$ cat src/rtl/jtag_seq_driver.sv
// Upstream TMS/TDI sequencer for a TAP controller in the same clock domain.
// Runs one command at a time (reset, idle run, IR/DR shift) and mirrors the TAP state.
module jtag_seq_driver #(
  parameter int unsigned MAX_LEN = 32,
  parameter int unsigned LEN_W   = 6
) (
  input  logic               clk,
  input  logic               rst_n,
  input  logic               cmd_valid,
  output logic               cmd_ready,
  input  logic [1:0]         cmd_op,
  input  logic [LEN_W-1:0]   cmd_len,
  input  logic [MAX_LEN-1:0] cmd_data,
  output logic               TMS,
  output logic               TDI,
  input  logic               TDO,
  output logic               rsp_valid,
  output logic [MAX_LEN-1:0] rsp_data,
  output logic [3:0]         tap_st
);
  localparam int unsigned IDX_W = $clog2(MAX_LEN);

  localparam logic [1:0] OpReset = 2'd0;
  localparam logic [1:0] OpIdle  = 2'd1;
  localparam logic [1:0] OpIr    = 2'd2;

  localparam logic [3:0] TapTlr     = 4'd0;
  localparam logic [3:0] TapRti     = 4'd1;
  localparam logic [3:0] TapSelDr   = 4'd2;
  localparam logic [3:0] TapCapDr   = 4'd3;
  localparam logic [3:0] TapShDr    = 4'd4;
  localparam logic [3:0] TapEx1Dr   = 4'd5;
  localparam logic [3:0] TapPauseDr = 4'd6;
  localparam logic [3:0] TapEx2Dr   = 4'd7;
  localparam logic [3:0] TapUpdDr   = 4'd8;
  localparam logic [3:0] TapSelIr   = 4'd9;
  localparam logic [3:0] TapCapIr   = 4'd10;
  localparam logic [3:0] TapShIr    = 4'd11;
  localparam logic [3:0] TapEx1Ir   = 4'd12;
  localparam logic [3:0] TapPauseIr = 4'd13;
  localparam logic [3:0] TapEx2Ir   = 4'd14;
  localparam logic [3:0] TapUpdIr   = 4'd15;

  typedef enum logic [2:0] {
    S_IDLE, S_RESET, S_PRE, S_RUN, S_HEAD, S_SHIFT, S_TAIL, S_DONE
  } state_e;

  function automatic logic [3:0] tap_next(input logic [3:0] st, input logic tms);
    logic [3:0] nxt;
    case (st)
      TapTlr:     nxt = tms ? TapTlr     : TapRti;
      TapRti:     nxt = tms ? TapSelDr   : TapRti;
      TapSelDr:   nxt = tms ? TapSelIr   : TapCapDr;
      TapCapDr:   nxt = tms ? TapEx1Dr   : TapShDr;
      TapShDr:    nxt = tms ? TapEx1Dr   : TapShDr;
      TapEx1Dr:   nxt = tms ? TapUpdDr   : TapPauseDr;
      TapPauseDr: nxt = tms ? TapEx2Dr   : TapPauseDr;
      TapEx2Dr:   nxt = tms ? TapUpdDr   : TapShDr;
      TapUpdDr:   nxt = tms ? TapSelDr   : TapRti;
      TapSelIr:   nxt = tms ? TapTlr     : TapCapIr;
      TapCapIr:   nxt = tms ? TapEx1Ir   : TapShIr;
      TapShIr:    nxt = tms ? TapEx1Ir   : TapShIr;
      TapEx1Ir:   nxt = tms ? TapUpdIr   : TapPauseIr;
      TapPauseIr: nxt = tms ? TapEx2Ir   : TapPauseIr;
      TapEx2Ir:   nxt = tms ? TapUpdIr   : TapShIr;
      TapUpdIr:   nxt = tms ? TapSelDr   : TapRti;
      default:    nxt = TapTlr;
    endcase
    return nxt;
  endfunction

  state_e             state_q, state_d;
  logic [LEN_W-1:0]   cnt_q, cnt_d, len_q, len_d, len_in, head_last;
  logic [1:0]         op_q, op_d;
  logic [MAX_LEN-1:0] data_q, data_d, cap_q, cap_d, rsp_data_q, rsp_data_d;
  logic               tms_q, tms_d, tdi_q, tdi_d, ready_q, ready_d, rsp_valid_q, rsp_valid_d;
  logic [3:0]         tap_q, tap_d;

  always_comb begin
    if (cmd_len == '0)                      len_in = LEN_W'(1);
    else if (cmd_len > LEN_W'(MAX_LEN))     len_in = LEN_W'(MAX_LEN);
    else                                    len_in = cmd_len;
  end

  // IR head is 1,1,0,0; DR head is 1,0,0.
  assign head_last = (op_q == OpIr) ? LEN_W'(3) : LEN_W'(2);

  always_comb begin
    state_d = state_q;
    cnt_d   = cnt_q + LEN_W'(1);
    op_d    = op_q;
    len_d   = len_q;
    data_d  = data_q;
    cap_d   = cap_q;
    tap_d   = tap_next(tap_q, tms_q);
    unique case (state_q)
      S_IDLE: begin
        cnt_d = '0;
        if (cmd_valid && ready_q) begin
          op_d   = cmd_op;
          len_d  = len_in;
          data_d = cmd_data;
          cap_d  = '0;
          if (cmd_op == OpReset)     state_d = S_RESET;
          else if (tap_q == TapTlr)  state_d = S_PRE;
          else if (cmd_op == OpIdle) state_d = S_RUN;
          else                       state_d = S_HEAD;
        end
      end
      S_RESET: if (cnt_q == LEN_W'(5)) state_d = S_DONE;
      S_PRE: begin
        cnt_d   = '0;
        state_d = (op_q == OpIdle) ? S_RUN : S_HEAD;
      end
      S_RUN: if (cnt_q == len_q - LEN_W'(1)) state_d = S_DONE;
      S_HEAD: begin
        if (cnt_q == head_last) begin
          state_d = S_SHIFT;
          cnt_d   = '0;
        end
      end
      S_SHIFT: begin
        cap_d[cnt_q[IDX_W-1:0]] = TDO;
        if (cnt_q == len_q - LEN_W'(1)) begin
          state_d = S_TAIL;
          cnt_d   = '0;
        end
      end
      S_TAIL: if (cnt_q == LEN_W'(1)) state_d = S_DONE;
      S_DONE: state_d = S_IDLE;
      default: state_d = S_IDLE;
    endcase

    // TMS/TDI are registered, so they are derived from the state being entered.
    tms_d = (tap_d == TapTlr);
    tdi_d = 1'b0;
    unique case (state_d)
      S_RESET: tms_d = (cnt_d != LEN_W'(5));
      S_PRE, S_RUN: tms_d = 1'b0;
      S_HEAD: tms_d = (op_d == OpIr) ? (cnt_d < LEN_W'(2)) : (cnt_d == '0);
      S_SHIFT: begin
        tms_d = (cnt_d == len_d - LEN_W'(1));
        tdi_d = data_d[cnt_d[IDX_W-1:0]];
      end
      S_TAIL: tms_d = (cnt_d == '0);
      default: ;
    endcase

    ready_d     = (state_d == S_IDLE);
    rsp_valid_d = (state_d == S_DONE);
    rsp_data_d  = (state_d == S_DONE) ? cap_d : rsp_data_q;
  end

  always_ff @(posedge clk or negedge rst_n) begin
    if (!rst_n) begin
      state_q     <= S_IDLE;
      cnt_q       <= '0;
      op_q        <= '0;
      len_q       <= '0;
      data_q      <= '0;
      cap_q       <= '0;
      tms_q       <= 1'b1;
      tdi_q       <= 1'b0;
      ready_q     <= 1'b0;
      rsp_valid_q <= 1'b0;
      rsp_data_q  <= '0;
      tap_q       <= TapTlr;
    end else begin
      state_q     <= state_d;
      cnt_q       <= cnt_d;
      op_q        <= op_d;
      len_q       <= len_d;
      data_q      <= data_d;
      cap_q       <= cap_d;
      tms_q       <= tms_d;
      tdi_q       <= tdi_d;
      ready_q     <= ready_d;
      rsp_valid_q <= rsp_valid_d;
      rsp_data_q  <= rsp_data_d;
      tap_q       <= tap_d;
    end
  end

  assign cmd_ready = ready_q;
  assign TMS       = tms_q;
  assign TDI       = tdi_q;
  assign rsp_valid = rsp_valid_q;
  assign rsp_data  = rsp_data_q;
  assign tap_st    = tap_q;

endmodule
$ cat config.mk
export PLATFORM = sky130hd
export DESIGN_NAME = jtag_seq_driver
export DESIGN_NICKNAME = d
export VERILOG_FILES = /design/src/rtl/jtag_seq_driver.sv
export SDC_FILE = /design/constraint.sdc
export NUM_CORES = 1
export LEC_CHECK = 0
export CAP_MARGIN = 10
export CORE_AREA = 2 2 129 131
export CTS_CLUSTER_SIZE = 8
export DETAILED_ROUTE_END_ITERATION = 6
export DIE_AREA = 0 0 131 133
export GPL_TIMING_DRIVEN = 0
export PLACE_DENSITY = 0.62
export SLEW_MARGIN = 20
export SYNTH_ARGS = -nofsm -noshare
export SYNTH_HDL_FRONTEND = slang
export SYNTH_SLANG_ARGS = --single-unit
$ cat constraint.sdc
create_clock -name clk -period 2.45 [get_ports clk]
set_input_delay 0.6125 -clock clk [delete_from_list [all_inputs] [get_ports clk]]
set_output_delay 0.6125 -clock clk [all_outputs]
set_load 0.1 [all_outputs]
==> flow_summary.yaml, run 1 <==
setup_path:
  r2r_start: "cnt_q[1]"
  rrSetupSlack_ps: -350
  start_kind: "flop"
  worstSetupEndpointType: "flop"
  path_depth: 6
  worst_path_max_delay_cell: "xnor2_1"
  worstPathArrival_ps: 3100
  path_cells: "ha_1, xnor2_1, mux4_2, or3b_1, and4b_1, a32o_1"
  required_ps: 2750
  path_delay_family: "XOR/XNOR gates"
  critical_path_class: "reg2reg"
  reg2reg_depth: 6
  worstPathMaxFanout: 9
  critPathMaxStageDelay_ps: 730
  reg2reg_to: "TDI"
  cp_num_buf_inv: 0
sta:
  hold_viol_final: 0
  worstMarginPinSlew_ps: 968
  slew_violations: 0
  setup_violations: 34
  fmaxAchievable_ghz: 0.358
  fin_skew_ps: 11.7
  post-route-period-util: 1.14
  rsz0062_at_grt: "yes"
  setup_slack_ps: -347
  period_minus_slack_ps: 2800
  max_slew_margin: 0.357
synth:
  synthCells: 592
  syn_area_sq_mm: 0.00627
  synth_edf_count: 0
  synth_seq_area_share: 0.483
  netlist.area_leader.share: 0.479
  synth_top_family_by_area: "compound AO/OA/AOI/OAI gates"
  synth-seq-cells: 121
  synth-simple-area-share: 0.119
  synth-adder-area-share: 0.0120
  synth_area_leaders: "dfrtp_1, mux2_2, mux2_1, o21ai_0, a21oi_1"
  synth_fp_nets: 642
  synth_top_area_cell: "dfrtp_1"
  synth_compound_area_frac: 0.179
  syn_area_per_cell_sq_um: 10.6
  synthArstFlopShare: 1.00
  ys.flop_type: "dfrtp_1"
  yosysWarnings: 0
  muxShareOfSynthArea: 0.141
  synth_xor_area_frac: 0.0223
  ys_types: 74
global_routing:
  gr-total-overflow: 0
  track_usage: 0.208
  first_global_vias: 5454
  antenna_found_initial: 0
  grt_max_degree: 78
  grt_pass1_wl_um: 28300
final_layout:
  final_util: 0.527
  diodes: 0
  fin_nets: 768
  area_delta_synth_final_pct: 35.8
  drive_above_1_share: 0.262
clocking:
  cts-root-buf: "clkbuf_16"
  cts_buffers: 17
  htreeDepth: 4
  cts_tree: "yes"
  clk_path_buf_depth: 2
  clock-sinks: 121
  clk_transition_reported_paths_ps: 50
  clk_latency_ps: 420
power_and_ir_drop:
  powerDensity_mw_per_mm2: 1320
  cellLeakagePower_nw: 3.84
  power_w: 0.0113
  peakVddDrop_v: 0.000929
route:
  top_layer: "met4"
  drt_iter0_markers: 322
  routedWlPerCell_um: 18.5
  vias: 5230
  wl_met1_um: 7760
  drt_wl_total_um: 17600
  routed_via_density: 5.51
  antenna_left: 0
  first_pass_iters: 5
  dr_wl_met3_um: 863
  wl_met2_um: 8480
  route.detailed.drc: 0
placed_design:
  place_ws_ps: -780
  place_hpwl_um: 11900
  place.gp.congestion: 0.888
  io_buffers: 83
floorplanning:
  die_width_um: 131
  start_util: 0.388
  dieArea_sq_mm: 0.0174
  ioPinCount: 84
  num_rows: 47
  dieHeight_um: 133
  core-area_sq_mm: 0.0162
flow_run:
  cap_violations: 0
worst_hold_path:
  hold_path.class: "in2async"
run_status:
  violations: "setup timing"
  status: "finished, violations left"
-- kinds of logic after synthesis --
logic type | count (synthesis)
AOI/OAI and AO/OA | 181
and+or+nand+nor | 134
DFF | 121
muxes | 77
buffers and inverters | 57
xor gates and xnor gates | 16
adders and majority gates | 6
-- registers in the layout, indices dropped and copies added, names as in the netlist --
| name | flops |
|---|---|
| op_q | 2 |
| cnt_q | 6 |
| tap_st | 4 |
| rsp_valid | 1 |
| cmd_ready | 1 |
| TDI | 1 |
| len_q | 6 |
| state_q | 3 |
| data_q | 32 |
| cap_q | 32 |
| rsp_data | 32 |
| TMS | 1 |
-- per-layer routing --
| layer | GRT usage | up-vias |
|---|---|---|
| li1 | - | 2419 |
| met1 | 0.279 | 2604 |
| met2 | 0.326 | 173 |
| met3 | 0.0453 | 34 |
| met4 | 0.0839 | 0 |
| met5 | 0 | - |
-- worst max-delay path by stage --
| stage | startpoint | to | slack, ps |
|---|---|---|---|
| floorplan | state_q[0] | TDI | -200 |
| global placement | rst_n | tap_st[1] | -4680 |
| detailed placement | cmd_valid | TDI | -780 |
| CTS | state_q[2] | TDI | -330 |
| global route | cnt_q[2] | TMS | -410 |
| finish | cnt_q[1] | TDI | -350 |
-- worst reg2reg max path: stages (launching register included) --
cell	delay, ps
dfrtp_2	480
ha_1	260
xnor2_1	730
mux4_2	440
or3b_1	370
and4b_1	200
a32o_1	210
-- synth_stat cells (all sizes together) (3+ instances only) --
master / n
dfrtp: 120
o21ai: 80
mux2: 70
a21oi: 46
nand2: 29
nor2: 25
clkbuf: 22
buf: 18
nor3: 18
inv: 17
xnor2: 11
nand2b: 9
nor2b: 8
o211ai: 8
nand3: 7
ha: 6
nor4: 6
and2: 5
mux2i: 5
o31ai: 5
or3: 5
xor2: 5
a31oi: 4
and3: 4
nand4: 4
o2111ai: 4
a211oi: 3
a21o: 3
a221oi: 3
nand3b: 3
o22ai: 3
or4: 3
-- what timing repair did --
action	in CTS	in global routing
gates cloned	1	2
setup endpoints to repair	92	62
hold buffers	0	0
pin swaps	7	7
setup buffers	14	11
resized for setup	96	28
-- placed cells by master, fill, tap and decap left out, types with 7 or more instances in the layout --
cell	n
dlygate4sd2_1	39
mux2_1	10
clkbuf_16	19
buf_4	25
nand2_1	26
nor2_1	22
xnor2_1	11
o211ai_1	7
o21ai_0	71
nor2b_1	8
clkbuf_1	14
mux2_4	29
nand3_1	7
dfrtp_1	113
mux2_2	31
nand2b_1	9
nor3_1	13
o21ai_1	8
a21oi_1	44
inv_1	14
clkdlybuf4s50_1	42
-- where the power goes --
| part | leakage [nW] | switching [W] | internal (W) |
|---|---|---|---|
| combinational | 1.99 | 0.00379 | 0.00243 |
| clock | 0.262 | 0.000880 | 0.00139 |
| sequential | 1.59 | 0.000271 | 0.00254 |
| total | 3.84 | 0.00494 | 0.00635 |
-- final cells by class --
cell class	count	area, sq um
well taps	220	275
fillers	1432	7650
repair buffers	111	1080
flip-flops and latches	121	3040
clock inverters	7	43.8
multi-input cells	414	3240
clock buffers	24	492
inverters	17	63.8
plain buffers	36	282
-- metrics by stage --
| step | setup TNS (ps) | std cells | cell area, sq um | hold slack [ps] |
|---|---|---|---|---|
| 2_1_floorplan | -310 | 592 | 6360 | 317 |
| 3_3_place_gp | -491880 | 895 | 7470 | 472 |
| 3_5_place_dp | -25270 | 896 | 7500 | 478 |
| 4_1_cts | -8570 | 942 | 8330 | 125 |
| 5_1_grt | -8430 | 950 | 8520 | 134 |
| 6_report | -6010 | 950 | 8520 | 113 |
(Power assumes the default switching activity.)
==> inputs of run 2 (changes only) <==
--- a/config.mk
+++ b/config.mk
@@ -10,6 +10,7 @@
 export CTS_CLUSTER_SIZE = 8
 export DETAILED_ROUTE_END_ITERATION = 6
 export DIE_AREA = 0 0 131 133
+export GPL_ROUTABILITY_DRIVEN = 0
 export GPL_TIMING_DRIVEN = 0
 export PLACE_DENSITY = 0.62
 export SLEW_MARGIN = 20
==> run 2 against run 1 <==
- utilization is 1.4 points higher
- the flow still finishes with violations (setup timing)
- design area grew 2.7%
- final cell count is 1.4% higher
- largest power group unchanged
- global-route usage increased by 0.68 points
==> flow_summary.yaml, run 2 (synthesized netlist as in run 1, its figures left out) <==
run_status:
  status: "finished, violations left"
  violations: "setup timing"
clocking:
  clock-sinks: 121
  cts-root-buf: "clkbuf_16"
  clk_path_buf_depth: 2
  cts_buffers: 17
  ctsHoldBuffers: 0
  clk_transition_reported_paths_ps: 60
  clk_latency_ps: 430
  cts_tree: "yes"
  htreeDepth: 4
sta:
  slew_violations: 0
  setup_slack_ps: -395
  worstMarginPinSlew_ps: 971
  hold_viol_final: 0
  setup_violations: 35
  post-route-period-util: 1.16
  rsz0062_at_grt: "yes"
  fmaxAchievable_ghz: 0.351
  whs_ps: 202
  period_minus_slack_ps: 2850
  max_slew_margin: 0.355
  fin_skew_ps: 7.19
floorplanning:
  dieHeight_um: 133
  num_rows: 47
  core-area_sq_mm: 0.0162
  dieArea_sq_mm: 0.0174
  ioPinCount: 84
  die_width_um: 131
  start_util: 0.388
route:
  antenna_left: 0
  first_pass_iters: 6
  vias: 5399
  drt_wl_total_um: 18500
  drt_iter0_markers: 303
  routedWlPerCell_um: 19.2
  routed_via_density: 5.61
  route.detailed.drc: 0
final_layout:
  fill_cells: 1387
  drive_above_1_share: 0.292
  final-seq-area_sq_mm: 0.00304
  fin_nets: 780
  multi_input_area_sq_mm: 0.00329
  final_cell_mix: "dfrtp_1, o21ai_0, a21oi_1"
  layout_commonest_cell: "dfrtp_1"
  final_util: 0.541
  diodes: 0
  area_delta_synth_final_pct: 39.5
global_routing:
  first_global_vias: 5642
  gr-total-overflow: 0
  antenna_found_initial: 0
  grt_max_degree: 74
  grt_pass1_wl_um: 29100
  track_usage: 0.215
power_and_ir_drop:
  powerDensity_mw_per_mm2: 1340
  peakVddDrop_v: 0.000957
  cellLeakagePower_nw: 3.93
setup_path:
  crit_path_start: "state_q[2]"
  r2r_start: "state_q[2]"
  worstPathMaxFanout: 5
  worstPathArrival_ps: 3160
  required_ps: 2760
  critical_path_class: "reg2reg"
  start_kind: "flop"
  worstSetupEndpointType: "flop"
worst_hold_path:
  hold_path.class: "in2async"
placed_design:
  io_buffers: 83
  place_hpwl_um: 11600
flow_run:
  cap_violations: 0
## run 2: changes by cell type in the layout (fill, tap and decap cells not counted), sizes merged
cell,delta
bufinv,+2
buf,+14
clkinvlp,+3
clkinv,+1
inv,+2
clkbuf,-9
## run 2: power by group
part           internal [W]  switching, W
Combinational       0.00259       0.00393
Clock               0.00149      0.000957
Sequential          0.00254      0.000273
Total               0.00662       0.00516
## run 2: critical path, cell delays in order, from the launching register on
cell     delay, ps
dfrtp_1        380
buf_6          130
or3_4          380
nor2_8         160
buf_6          120
mux2_4         300
mux4_2         480
or3b_1         370
and4b_1        190
a32o_1         220
## run 2: final timing paths
kind	end	depth (start not counted)	slack (ps)
worst max-delay path	TDI	9	-400
worst min register to register	data_q[5]	1	490
worst max register to register	TDI	9	-400
worst min-delay path	data_q[29]	1	200
min in group clk	data_q[5]	1	490
max in group asynchronous	rsp_data[2]	2	1580
## run 2: metal layers
metal,global-route usage,part of all wire
met4,0.0922,0.032
met2,0.346,0.49
met3,0.0469,0.055
met1,0.279,0.43
met5,0,0
## run 2: final cells by class
type	count	share of cell area
buffer	34	0.0294
inverter	17	0.00729
multi-input combinational	414	0.376
clock buffer	17	0.0486
tap	220	0.0314
timing repair buffer	125	0.143
sequential	121	0.347
clock inverter	15	0.0174
## run 2: per-stage QoR
stage	worst slack [ps]	power (W)	area (sq um)	TNS (ps)	instances
2_1_floorplan	-200	0.00683	6360	-310	592
3_3_place_gp	-4660	0.00805	7470	-489770	895
3_5_place_dp	-773	0.00817	7500	-23870	896
4_1_cts	-367	0.0115	8630	-8110	959
5_1_grt	-449	0.0124	8750	-9950	963
6_report	-395	0.0118	8750	-7530	963
## run 2: timing repair
item | 4_1_cts | 5_1_grt
gates resized for setup | 108 | 39
cloned | 4 | 0
buffers inserted | 27 | 13
pin swaps | 17 | 17
setup endpoints to repair | 91 | 55
==> inputs of run 3 (changes only) <==
--- a/config.mk
+++ b/config.mk
@@ -6,13 +6,13 @@
 export NUM_CORES = 1
 export LEC_CHECK = 0
 export CAP_MARGIN = 10
-export CORE_AREA = 2 2 129 131
+export CORE_AREA = 2 2 162 164
 export CTS_CLUSTER_SIZE = 8
 export DETAILED_ROUTE_END_ITERATION = 6
-export DIE_AREA = 0 0 131 133
+export DIE_AREA = 0 0 164 166
 export GPL_ROUTABILITY_DRIVEN = 0
 export GPL_TIMING_DRIVEN = 0
-export PLACE_DENSITY = 0.62
+export PLACE_DENSITY = 0.44
 export SLEW_MARGIN = 20
 export SYNTH_ARGS = -nofsm -noshare
 export SYNTH_HDL_FRONTEND = slang
==> run 3 against run 2 <==
- the run still ends with setup timing left
- final cell count is 11% higher
- die area is 56% higher
- design area is 0.86% higher
- worst hold slack worse by 54 ps
- critical path type unchanged
- largest power group unchanged
==> flow_summary.yaml, run 3 (synthesized netlist as in run 1, its figures left out) <==
run_status:
  status: "finished, violations left"
  violations: "setup timing"
route:
  vias: 5236
  routedWlPerCell_um: 18.1
  routed_via_density: 4.88
  antenna_left: 0
  route.detailed.drc: 0
  drt_wl_total_um: 19400
  first_pass_iters: 5
  drt_iter0_markers: 359
clocking:
  clk_latency_ps: 430
  htreeDepth: 4
  clk_path_buf_depth: 2
  cts-root-buf: "clkbuf_16"
  cts_buffers: 17
  ctsHoldBuffers: 0
  clock-sinks: 121
  cts_tree: "yes"
  clk_transition_reported_paths_ps: 60
floorplanning:
  core-area_sq_mm: 0.0256
  ioPinCount: 84
  dieHeight_um: 166
  die_width_um: 164
  start_util: 0.245
  dieArea_sq_mm: 0.0272
  num_rows: 59
placed_design:
  place_hpwl_um: 13300
  io_buffers: 83
setup_path:
  required_ps: 2760
  worstSetupEndpointType: "flop"
  worstPathMaxFanout: 5
  critical_path_class: "reg2reg"
  start_kind: "flop"
  rrSetupSlack_ps: -420
  reg2reg_depth: 9
  worstPathArrival_ps: 3190
power_and_ir_drop:
  cellLeakagePower_nw: 3.92
  peakVddDrop_v: 0.000717
  power_w: 0.0118
  powerDensity_mw_per_mm2: 1330
flow_run:
  cap_violations: 0
sta:
  post-route-period-util: 1.17
  worstMarginPinSlew_ps: 987
  setup_violations: 34
  slew_violations: 0
  period_minus_slack_ps: 2870
  fmaxAchievable_ghz: 0.348
  rsz0062_at_grt: "yes"
  setup_slack_ps: -424
  max_slew_margin: 0.345
  fin_skew_ps: 15.4
  hold_viol_final: 0
global_routing:
  first_global_vias: 5571
  gr-total-overflow: 0
  track_usage: 0.147
  grt_max_degree: 65
  antenna_found_initial: 0
  grt_pass1_wl_um: 30800
final_layout:
  layout_commonest_cell: "dfrtp_1"
  drive_above_1_share: 0.285
  area_delta_synth_final_pct: 40.7
  final_util: 0.345
  fin_nets: 775
  final_cell_mix: "dfrtp_1, o21ai_0, a21oi_1"
  diodes: 0
worst_hold_path:
  hold_path.class: "in2async"
-- run 3: path summary, 6_finish.rpt --
| check | startpoint | endpoint |
|---|---|---|
| max in group asynchronous | rst_n | TMS |
| min in group clk | data_q[9] | data_q[9] |
| min reg2reg | data_q[9] | data_q[9] |
| max | state_q[2] | TDI |
| min | rst_n | rsp_data[3] |
| max reg2reg | state_q[2] | TDI |
-- run 3: timing repair --
item / CTS / global route
pin swaps: 9 / 16
resized for setup: 110 / 23
buffers inserted: 15 / 17
gates cloned: 3 / 0
setup endpoints to repair: 92 / 61
-- run 3: through the flow --
| stage | setup WS, ps | cell area (sq um) | setup TNS, ps | hold slack [ps] | instances |
|---|---|---|---|---|---|
| 2_1_floorplan | -200 | 6360 | -310 | 317 | 592 |
| 6_report | -424 | 8830 | -5270 | 148 | 1073 |
| 3_3_place_gp | -4930 | 7610 | -522720 | 471 | 1010 |
| 3_5_place_dp | -828 | 7640 | -30470 | 474 | 1011 |
| 4_1_cts | -385 | 8680 | -8180 | 160 | 1060 |
| 5_1_grt | -468 | 8830 | -7670 | 189 | 1073 |
-- run 3: routing by layer --
metal,routed length (um),vias up,GRT usage
li1,-,2443,-
met3,743,26,0.0345
met5,0,-,0
met2,9630,131,0.243
met1,8690,2636,0.190
met4,352,0,0.0473
-- run 3: final cells by class --
class                      instances  area, sq um
inverter                          17         63.8
clock buffer                      18          439
multi-input combinational        414         3240
clock inverter                    14          171
sequential                       121         3040
timing repair buffer             118         1170
tap                              335          419
buffer                            36          283
fill                            2551        16800
-- run 3: critical path: stages, from the launching register on --
cell,delay (ps)
dfrtp_1,370
buf_6,120
or3_4,380
nor2_8,160
buf_12,120
mux2_4,300
mux4_2,500
or3b_1,400
and4b_1,200
a32o_1,200
-- run 3: power breakdown --
| part | switching (W) | internal [W] |
|---|---|---|
| Combinational | 0.00384 | 0.00253 |
| Clock | 0.000973 | 0.00163 |
| Sequential | 0.000270 | 0.00254 |
| Total | 0.00508 | 0.00670 |
